==> src/rtl/duty_ramp_if.sv <==
// Command handshake between the duty-cycle source and the ramp stage.
interface duty_ramp_if #(
  parameter int DUTY_WIDTH = 8
);
  logic [DUTY_WIDTH-1:0] cmd_duty;
  logic                  cmd_valid;
  logic                  cmd_ready;

  modport master (output cmd_duty, output cmd_valid, input cmd_ready);
  modport slave  (input cmd_duty, input cmd_valid, output cmd_ready);
endinterface

==> src/rtl/duty_ramp.sv <==
// Slew-limited duty-cycle conditioner with command watchdog and illegal-hall shutdown,
// sitting directly upstream of the motor driver's duty_cycle input.
module duty_ramp #(
  parameter int DUTY_WIDTH     = 8,
  parameter int STEP           = 4,
  parameter int TICK_DIV       = 1000,
  parameter int WDOG_TICKS     = 100,
  parameter int HALL_FAULT_CYC = 16
) (
  input  logic                  clock,
  input  logic                  reset_n,
  duty_ramp_if.slave            cmd_if,
  input  logic [2:0]            h,
  input  logic                  fault_clear,
  output logic [DUTY_WIDTH-1:0] duty_cycle,
  output logic                  wdog_timeout,
  output logic                  hall_fault
);
  localparam int TW = $clog2(TICK_DIV);
  localparam int WW = $clog2(WDOG_TICKS + 1);
  localparam int HW = $clog2(HALL_FAULT_CYC + 1);
  localparam logic [TW-1:0]       TICK_LAST = TW'(TICK_DIV - 1);
  localparam logic [WW-1:0]       WDOG_LAST = WW'(WDOG_TICKS - 1);
  localparam logic [WW-1:0]       WDOG_MAX  = WW'(WDOG_TICKS);
  localparam logic [HW-1:0]       HALL_LAST = HW'(HALL_FAULT_CYC - 1);
  localparam logic [HW-1:0]       HALL_MAX  = HW'(HALL_FAULT_CYC);
  localparam logic [DUTY_WIDTH:0] STEP_W    = (DUTY_WIDTH + 1)'(STEP);

  typedef enum logic [1:0] {IDLE = 2'd0, RAMP = 2'd1, HOLD = 2'd2, FAULT = 2'd3} state_t;

  state_t                state_q, state_d;
  logic [DUTY_WIDTH-1:0] duty_q, duty_d, target_q, target_d;
  logic [TW-1:0]         tick_cnt_q, tick_cnt_d;
  logic [WW-1:0]         wdog_cnt_q, wdog_cnt_d;
  logic [HW-1:0]         hall_cnt_q, hall_cnt_d;
  logic [2:0]            h_meta_q, h_meta_d, h_sync_q, h_sync_d;
  logic                  ready_q, ready_d, wdog_to_q, wdog_to_d, hall_fault_q, hall_fault_d;
  logic                  tick_s, accept_s, illegal_s, fault_fire_s;

  // Move at most STEP toward the target; the 9-bit difference keeps it from overshooting or wrapping.
  function automatic logic [DUTY_WIDTH-1:0] ramp_next(input logic [DUTY_WIDTH-1:0] cur,
                                                      input logic [DUTY_WIDTH-1:0] tgt);
    logic [DUTY_WIDTH:0] diff;
    logic [DUTY_WIDTH:0] step;
    diff = '0;
    step = '0;
    ramp_next = cur;
    if (tgt > cur) begin
      diff = {1'b0, tgt} - {1'b0, cur};
      step = (diff > STEP_W) ? STEP_W : diff;
      ramp_next = cur + step[DUTY_WIDTH-1:0];
    end else if (tgt < cur) begin
      diff = {1'b0, cur} - {1'b0, tgt};
      step = (diff > STEP_W) ? STEP_W : diff;
      ramp_next = cur - step[DUTY_WIDTH-1:0];
    end else begin
      ramp_next = cur;
    end
  endfunction

  function automatic state_t classify(input logic [DUTY_WIDTH-1:0] d, input logic [DUTY_WIDTH-1:0] t);
    if (d != t)            classify = RAMP;
    else if (d == '0)      classify = IDLE;
    else                   classify = HOLD;
  endfunction

  // Next-state logic: hall fault outranks everything, an accepted command outranks watchdog expiry.
  always_comb begin
    h_meta_d     = h;
    h_sync_d     = h_meta_q;
    state_d      = state_q;
    duty_d       = duty_q;
    target_d     = target_q;
    wdog_cnt_d   = wdog_cnt_q;
    wdog_to_d    = wdog_to_q;
    hall_fault_d = hall_fault_q;

    illegal_s    = (h_sync_q == 3'b000) || (h_sync_q == 3'b111);
    tick_s       = (tick_cnt_q == TICK_LAST);
    tick_cnt_d   = tick_s ? '0 : tick_cnt_q + TW'(1);
    accept_s     = cmd_if.cmd_valid && ready_q;
    fault_fire_s = illegal_s && (hall_cnt_q == HALL_LAST);

    if (!illegal_s)                hall_cnt_d = '0;
    else if (hall_cnt_q != HALL_MAX) hall_cnt_d = hall_cnt_q + HW'(1);
    else                           hall_cnt_d = hall_cnt_q;

    if (fault_fire_s) begin
      duty_d       = '0;
      target_d     = '0;
      hall_fault_d = 1'b1;
      state_d      = FAULT;
    end else if (state_q == FAULT) begin
      if (fault_clear && !illegal_s) begin
        hall_fault_d = 1'b0;
        state_d      = IDLE;
      end else begin
        state_d      = FAULT;
      end
    end else begin
      // A tick on the acceptance cycle still ramps toward the previous target.
      if (tick_s) duty_d = ramp_next(duty_q, target_q);
      else        duty_d = duty_q;

      if (accept_s) begin
        target_d   = cmd_if.cmd_duty;
        wdog_cnt_d = '0;
        wdog_to_d  = 1'b0;
      end else if (tick_s && (wdog_cnt_q != WDOG_MAX)) begin
        wdog_cnt_d = wdog_cnt_q + WW'(1);
        if (wdog_cnt_q == WDOG_LAST) begin
          target_d  = '0;
          wdog_to_d = 1'b1;
        end else begin
          wdog_to_d = wdog_to_q;
        end
      end else begin
        wdog_cnt_d = wdog_cnt_q;
      end
      state_d = classify(duty_d, target_d);
    end

    ready_d = (state_d != FAULT);
  end

  // State and output registers.
  always_ff @(posedge clock or negedge reset_n) begin
    if (!reset_n) begin
      state_q      <= IDLE;
      duty_q       <= '0;
      target_q     <= '0;
      tick_cnt_q   <= '0;
      wdog_cnt_q   <= '0;
      hall_cnt_q   <= '0;
      h_meta_q     <= 3'b000;
      h_sync_q     <= 3'b000;
      ready_q      <= 1'b1;
      wdog_to_q    <= 1'b0;
      hall_fault_q <= 1'b0;
    end else begin
      state_q      <= state_d;
      duty_q       <= duty_d;
      target_q     <= target_d;
      tick_cnt_q   <= tick_cnt_d;
      wdog_cnt_q   <= wdog_cnt_d;
      hall_cnt_q   <= hall_cnt_d;
      h_meta_q     <= h_meta_d;
      h_sync_q     <= h_sync_d;
      ready_q      <= ready_d;
      wdog_to_q    <= wdog_to_d;
      hall_fault_q <= hall_fault_d;
    end
  end

  assign duty_cycle       = duty_q;
  assign wdog_timeout     = wdog_to_q;
  assign hall_fault       = hall_fault_q;
  assign cmd_if.cmd_ready = ready_q;
endmodule

==> src/flat_wrapper.sv <==
// flat-port wrapper written by rule: the top's interface ports become plain ports
module duty_ramp_flat 
#(
  parameter int DUTY_WIDTH     = 8,
  parameter int STEP           = 4,
  parameter int TICK_DIV       = 1000,
  parameter int WDOG_TICKS     = 100,
  parameter int HALL_FAULT_CYC = 16
)
  (clock, reset_n, h, fault_clear, duty_cycle, wdog_timeout, hall_fault, cmd_if_cmd_duty, cmd_if_cmd_valid, cmd_if_cmd_ready);
  duty_ramp_if #(.DUTY_WIDTH(DUTY_WIDTH)) cmd_if_i ();
  input  logic clock;
  input  logic reset_n;
  input  logic [2:0] h;
  input  logic fault_clear;
  output logic [DUTY_WIDTH-1:0] duty_cycle;
  output logic wdog_timeout;
  output logic hall_fault;
  input wire logic [$bits(cmd_if_i.cmd_duty)-1:0] cmd_if_cmd_duty;
  input wire logic [$bits(cmd_if_i.cmd_valid)-1:0] cmd_if_cmd_valid;
  output wire logic [$bits(cmd_if_i.cmd_ready)-1:0] cmd_if_cmd_ready;
  assign cmd_if_i.cmd_duty = cmd_if_cmd_duty;
  assign cmd_if_i.cmd_valid = cmd_if_cmd_valid;
  assign cmd_if_cmd_ready = cmd_if_i.cmd_ready;
  duty_ramp #(.DUTY_WIDTH(DUTY_WIDTH), .STEP(STEP), .TICK_DIV(TICK_DIV), .WDOG_TICKS(WDOG_TICKS), .HALL_FAULT_CYC(HALL_FAULT_CYC)) u_core (.clock(clock), .reset_n(reset_n), .cmd_if(cmd_if_i), .h(h), .fault_clear(fault_clear), .duty_cycle(duty_cycle), .wdog_timeout(wdog_timeout), .hall_fault(hall_fault));
endmodule
==> config.mk <==
export PLATFORM = sky130hd
export DESIGN_NAME = duty_ramp_flat
export DESIGN_NICKNAME = d
export VERILOG_FILES = /design/src/rtl/duty_ramp_if.sv /design/src/rtl/duty_ramp.sv /design/src/flat_wrapper.sv
export SDC_FILE = /design/constraint.sdc
export NUM_CORES = 1
export LEC_CHECK = 0
export CAP_MARGIN = 10
export CORE_AREA = 2 2 121 123
export DETAILED_ROUTE_END_ITERATION = 12
export DIE_AREA = 0 0 123 125
export DONT_BUFFER_PORTS = 1
export PLACE_DENSITY = 0.44
export SLEW_MARGIN = 20
export SYNTH_ARGS = -nofsm -noshare
export SYNTH_HDL_FRONTEND = slang
export SYNTH_SLANG_ARGS = --single-unit
==> constraint.sdc <==
create_clock -name clock -period 10.9 [get_ports clock]
set_clock_uncertainty 0.15 [all_clocks]
set_input_delay 1.635 -clock clock [delete_from_list [all_inputs] [get_ports clock]]
set_output_delay 1.635 -clock clock [all_outputs]
set_load 0.03 [all_outputs]
* Yosys cells after proc, flatten, opt, wreduce, memory -nomap -nowiden
Cells that the tools add are included.
** Storage, ports and cells
- Flip-flop bits (word level) :: 49
- Word-level logic and storage cells :: 82
- Output and inout bits :: 11
- Bits of input ports :: 15
** Cells by class
- Equal/unequal tests :: 11
- Multiplexer cells :: 32
- Order comparisons :: 4
- Reduce and logical (&&, ||, !) cells :: 15
- Bitwise logic cells :: 2
- Add/sub/neg operators :: 7
** Operators by type and width (count)
- 8-bit 2-to-1 mux :: 16
- 9-bit by 3-bit > comparator with 1-bit output, second input constant :: 2
- 8-bit by 8-bit subtractor with 9-bit output :: 2
- 7-bit 2-to-1 mux :: 2
- 10-bit by 1-bit adder with 10-bit output, second input constant :: 1
- 10-bit equality test, second input constant :: 1
- 10-bit 2-to-1 mux :: 1
- 2-bit 2-to-1 mux :: 5
- 5-bit 2-to-1 mux :: 2
- 8-bit adder :: 1
- 8-bit > comparator :: 1
- 8-bit logical NOT :: 1
- 8-bit less-than comparator :: 1
- 8-bit != test :: 1
- 2-bit nonzero test :: 4
- 8-bit subtractor :: 1
- 7-bit by 1-bit adder with 7-bit output, second input constant :: 1
- 7-bit equality test, second input constant :: 1
- 7-bit != test, second input constant :: 1
- 1-bit 2-to-1 mux :: 6
- 5-bit by 1-bit adder with 5-bit output, second input constant :: 1
- 5-bit by 4-bit equality test with 1-bit output, second input constant :: 1
- 5-bit != test, second input constant :: 1
- 1-bit logical AND :: 4
- other kinds (11) :: 13

* Depth between registers and ports, before layout
- Depth after elaboration :: 15
- Depth in mapped cells :: 21

* Worst setup path after synthesis
OpenSTA, ideal clock, no wires.
- Path kind :: flip-flop to flip-flop
- From :: register u_core.duty_q[1], in the netlist u_core.duty_cycle[1]
- To :: register u_core.state_q[1]
- Library setup time :: 66 ps
- Stages on the path, launching flop included :: 20
- Path buffers :: 0
- Required time :: 10684 ps
- Arrival :: 4798 ps
- Clock period less this slack :: 5013 ps
- Path slack :: 5887 ps
- Cells stage by stage :: dfrtp_1 > inv_1 > fa_1 > nand3_1 > a211oi_1 > or4_4 > or2_1 > nor2_1 > nand3_1 > fa_1 > nor2b_1 > o31ai_1 > a211o_1 > a31oi_1 > a31oi_1 > o21ai_0 > xor2_1 > o2111ai_1 > a2111oi_4 > a31o_1
** On the way
- Longest elaborated chain between the ends :: 14
- Elaborated cells between the ends (all ways) :: 21
- Classes of those cells :: add/sub (4); order compare (4); eq/ne (1); mux (11); reduce/logical (1)
** RTL lines
- start, declared :: line duty_ramp.sv:32 : logic [DUTY_WIDTH-1:0] duty_q, duty_d, target_q, target_d;
- start signal, assigned :: line duty_ramp.sv:142 : duty_q <= duty_d;
- 8-bit by 8-bit subtractor with 9-bit output :: line duty_ramp.sv:53 : diff = {1'b0, cur} - {1'b0, tgt};
- 9-bit by 3-bit > comparator with 1-bit output :: line duty_ramp.sv:54 : step = (diff > STEP_W) ? STEP_W : diff;
- 8-bit 2-to-1 mux :: line duty_ramp.sv:54
- 8-bit subtractor :: line duty_ramp.sv:55 : ramp_next = cur - step[DUTY_WIDTH-1:0];
- 8-bit 2-to-1 mux :: line duty_ramp.sv:52 : end else if (tgt < cur) begin
- 8-bit 2-to-1 mux :: line duty_ramp.sv:48 : if (tgt > cur) begin
- 8-bit 2-to-1 mux * :: line duty_ramp.sv:102 : if (tick_s) duty_d = ramp_next(duty_q, target_q);
- 8-bit 2-to-1 mux * :: line duty_ramp.sv:93 : end else if (state_q == FAULT) begin
- 8-bit 2-to-1 mux * :: line duty_ramp.sv:88 : if (fault_fire_s) begin
- 8-bit logical NOT :: line duty_ramp.sv:63 : else if (d == '0) classify = IDLE;
- 2-bit 2-to-1 mux :: line duty_ramp.sv:63
- 2-bit 2-to-1 mux * :: line duty_ramp.sv:62 : if (d != t) classify = RAMP;
- 2-bit 2-to-1 mux * :: line duty_ramp.sv:93
- 2-bit 2-to-1 mux * :: line duty_ramp.sv:88
- via u_core.state_d[1] :: line duty_ramp.sv:31 : state_t state_q, state_d;
- end signal, assigned :: line duty_ramp.sv:141 : state_q <= state_d;
- end, declared :: line duty_ramp.sv:31
The timed path passes the listed nets; every way through them passes the cells marked *. The select of a mux whose other input is x is not followed.
A chain may end at the register's enable or synchronous reset.

* Final worst setup path
Same ends and word-level chain as after synthesis.

==> results.yml <==
layout:
  syn2layout_area_growth_pct: 8.111
  layoutNonFillerInstCount: 671
  final_nets: 539
  n_antenna_cell: 0
  drive_gt1_frac: 0.06366
  fill_cells: 1543
cts:
  htreeDepth: 2
  cts_buffers: 5
  clkSlewWorstSetupHoldPaths_ns: 0.06
  cts_tree: "done"
  cts.sinks: 49
  cts_resized: 0
  cts-root-buf: "clkbuf_16"
  cts_hold_buf: 0
  post_cts_buffers: 0
  clkLatencyLatePin_ns: 0.29
  clock_path_buffers: 2
timing:
  worstMarginPinSlew_ns: 0.8353
  min_period_ns: 5.930
  tns_ns: 0
  rsz0062_at_grt: "false"
  hold_violations: 0
  fmax_mhz: 168.6
  slew_viol_final: 0
  slew_headroom: 0.4361
  fin_crit_sh: 0.5441
  finalSetupViolations: 0
  setup_ws_ns: 4.970
route:
  drt-total-wl_um: 11400
  dr_wl_met2_um: 5407
  post_drt_wl_per_cell_um: 16.99
  ant_nets: 0
  met1Wirelength_um: 5255
  dr_wl_met3_um: 603
  via_per_inst: 5.303
  detail_route.first_pass.iterations: 5
  drtIter0Drc: 188
  top_layer: "met4"
  vias: 3558
  remaining_drc_errors: 0
placement:
  place.gp.congestion: 0.8628
  hpwlAfterDp_um: 8992
  post-place-cells: 663
  dp_slack_ns: 4.951
  io_buffers: 0
worst_setup_path:
  path_class: "reg -> reg"
  ff2ff_path_depth: 19
  arrival_ns: 6.01
  r2r-start: "u_core.duty_cycle[1]$_DFFE_PN0P_"
  reg2reg_slack_ns: 4.97
  cp.required_ns: 10.97
  cp_max_fo: 7
  worstSetupEndpointType: "register"
  r2r-end: "u_core.state_q[1]$_DFF_PN0_"
  cp-start-kind: "register"
logic_synthesis:
  ys_seq_area_frac: 0.2969
  yosysTopAreaCellShare: 0.2906
  ys_types: 77
  ys_ff_latch: 49
  yosys.area.top_type: "dfrtp_1"
  synth_edf_count: 0
  synth_common_cells: "nor2_1, dfrtp_1, inv_1"
  yosysMostFrequentCell: "nor2_1"
  syn-instance-count: 487
  async_reset_ff_frac: 1.000
  ys_top_cells_by_area: "dfrtp_1, ha_1, nor2_1, a21oi_1, inv_1"
  synth.avg_cell_area_um2: 8.489
  ys_warn_count: 0
  synth_area_um2: 4134
  synth_ff_type: "dfrtp_1"
global_routing:
  gr-total-overflow: 0
  first_global_vias: 3464
  grt_max_degree: 50
  grt_use_total: 0.1527
  antenna_found_initial: 0
  grt_pass1_wl_um: 18570
die:
  die_h_um: 125
  die_w_um: 123
  rows: 44
  start_util: 0.2911
  pin_count: 26
  coreArea_um2: 14200
  die-area_um2: 15380
status:
  outcome: "complete, no violations"
power:
  powerDensity_nw_per_um2: 166.7
  ir_drop_v: 0.00008135
  leakagePower_nw: 1.890
worst_hold_path:
  min_to: "u_core.h_sync_q[0]$_DFF_PN0_"
  hold_start: "u_core.h_meta_q[0]$_DFF_PN0_"
  holdPathStages: 0
  hold_path.class: "reg -> reg"
flow_run:
  cap_violations: 0
-- state kept, by name (all words and copies together) (netlist names) --
| signal | flops |
|---|---|
| u_core.cmd_if.cmd_ready | 1 |
| u_core.duty_cycle | 8 |
| u_core.h_meta_q | 3 |
| u_core.h_sync_q | 3 |
| u_core.hall_cnt_q | 5 |
| u_core.hall_fault | 1 |
| u_core.state_q | 2 |
| u_core.target_q | 8 |
| u_core.tick_cnt_q | 10 |
| u_core.wdog_cnt_q | 7 |
| u_core.wdog_timeout | 1 |
-- critical path: stages, from the launching register on --
cell	delay [ns]
dfrtp_1	0.75
inv_1	0.35
fa_1	0.53
nand3_1	0.12
a211oi_1	0.09
or4_4	0.51
or2_1	0.29
nor2_1	0.27
nand3_1	0.17
fa_1	0.47
nor2b_1	0.17
o31ai_1	0.13
a211o_1	0.31
a31oi_1	0.15
a31oi_1	0.07
o21ai_0	0.41
xor2_1	0.19
o2111ai_1	0.17
a2111oi_4	0.38
a31o_1	0.19
-- final cells by class --
type                       instances  area [um^2]  share of cell area
timing repair buffer               2        15.01            0.003359
sequential                        49         1227              0.2746
clock buffer                       6        138.9             0.03107
tap                              184        230.2             0.05151
clock inverter                     2        13.76            0.003080
inverter                          38        142.6             0.03191
multi-input combinational        390         2701              0.6044
-- how the worst max path moves through the flow --
stage                                          start                     endpoint  cells past startpoint
floorplan           u_core.duty_cycle[1]$_DFFE_PN0P_  u_core.state_q[1]$_DFF_PN0_                     19
global placement    u_core.duty_cycle[1]$_DFFE_PN0P_  u_core.state_q[1]$_DFF_PN0_                     19
detailed placement  u_core.duty_cycle[1]$_DFFE_PN0P_  u_core.state_q[1]$_DFF_PN0_                     19
CTS                 u_core.duty_cycle[1]$_DFFE_PN0P_  u_core.state_q[1]$_DFF_PN0_                     19
global route        u_core.duty_cycle[1]$_DFFE_PN0P_  u_core.state_q[1]$_DFF_PN0_                     19
finish              u_core.duty_cycle[1]$_DFFE_PN0P_  u_core.state_q[1]$_DFF_PN0_                     19
-- routing by layer --
layer / global-route usage / vias to the layer above
li1: - / 1764
met1: 0.2125 / 1679
met2: 0.2519 / 105
met3: 0.02190 / 10
met4: 0.03075 / 0
met5: 0 / -
-- power by group --
part | internal [mW] | switching, mW
logic | 0.130 | 0.215
registers | 0.194 | 0.0469
clock network | 0.0913 | 0.0671
-- cells in the final DEF (no fill, tap or decap), drive strengths merged, types with 6 or more instances in the layout --
cell type and instances:
a211oi 10, a21o 9, a21oi 35, a22oi 7, a32oi 6, clkbuf 6
conb 8, dfrtp 48, ha 34, inv 38, nand2 35, nand3 20
nand4 11, nor2 60, nor3 13, o211ai 8, o21ai 18, xnor2 11
xor2 15
-- per-stage QoR --
step	area, um^2	utilization	power, mW	hold WS (ns)
2_1_floorplan	4156	-	0.5077	0.1812
3_3_place_gp	4317	0.3039	0.5905	0.1882
3_5_place_dp	4317	0.3039	0.5886	0.1847
4_1_cts	4469	0.3147	0.7511	0.2002
5_1_grt	4469	0.3147	0.8064	0.2091
6_report	4469	0.3147	0.7451	0.1990
-- cells by family after synthesis --
logic type,Yosys count,synth area share
mux,6,0.01513
other cells,2,0.001817
buf+inv,54,0.05508
simple gates,181,0.2213
xor+xnor,26,0.05509
fa+ha+maj,38,0.1223
flops,49,0.2969
compound gates,131,0.2325
Note: power is estimated with default switching activity, not from simulation.
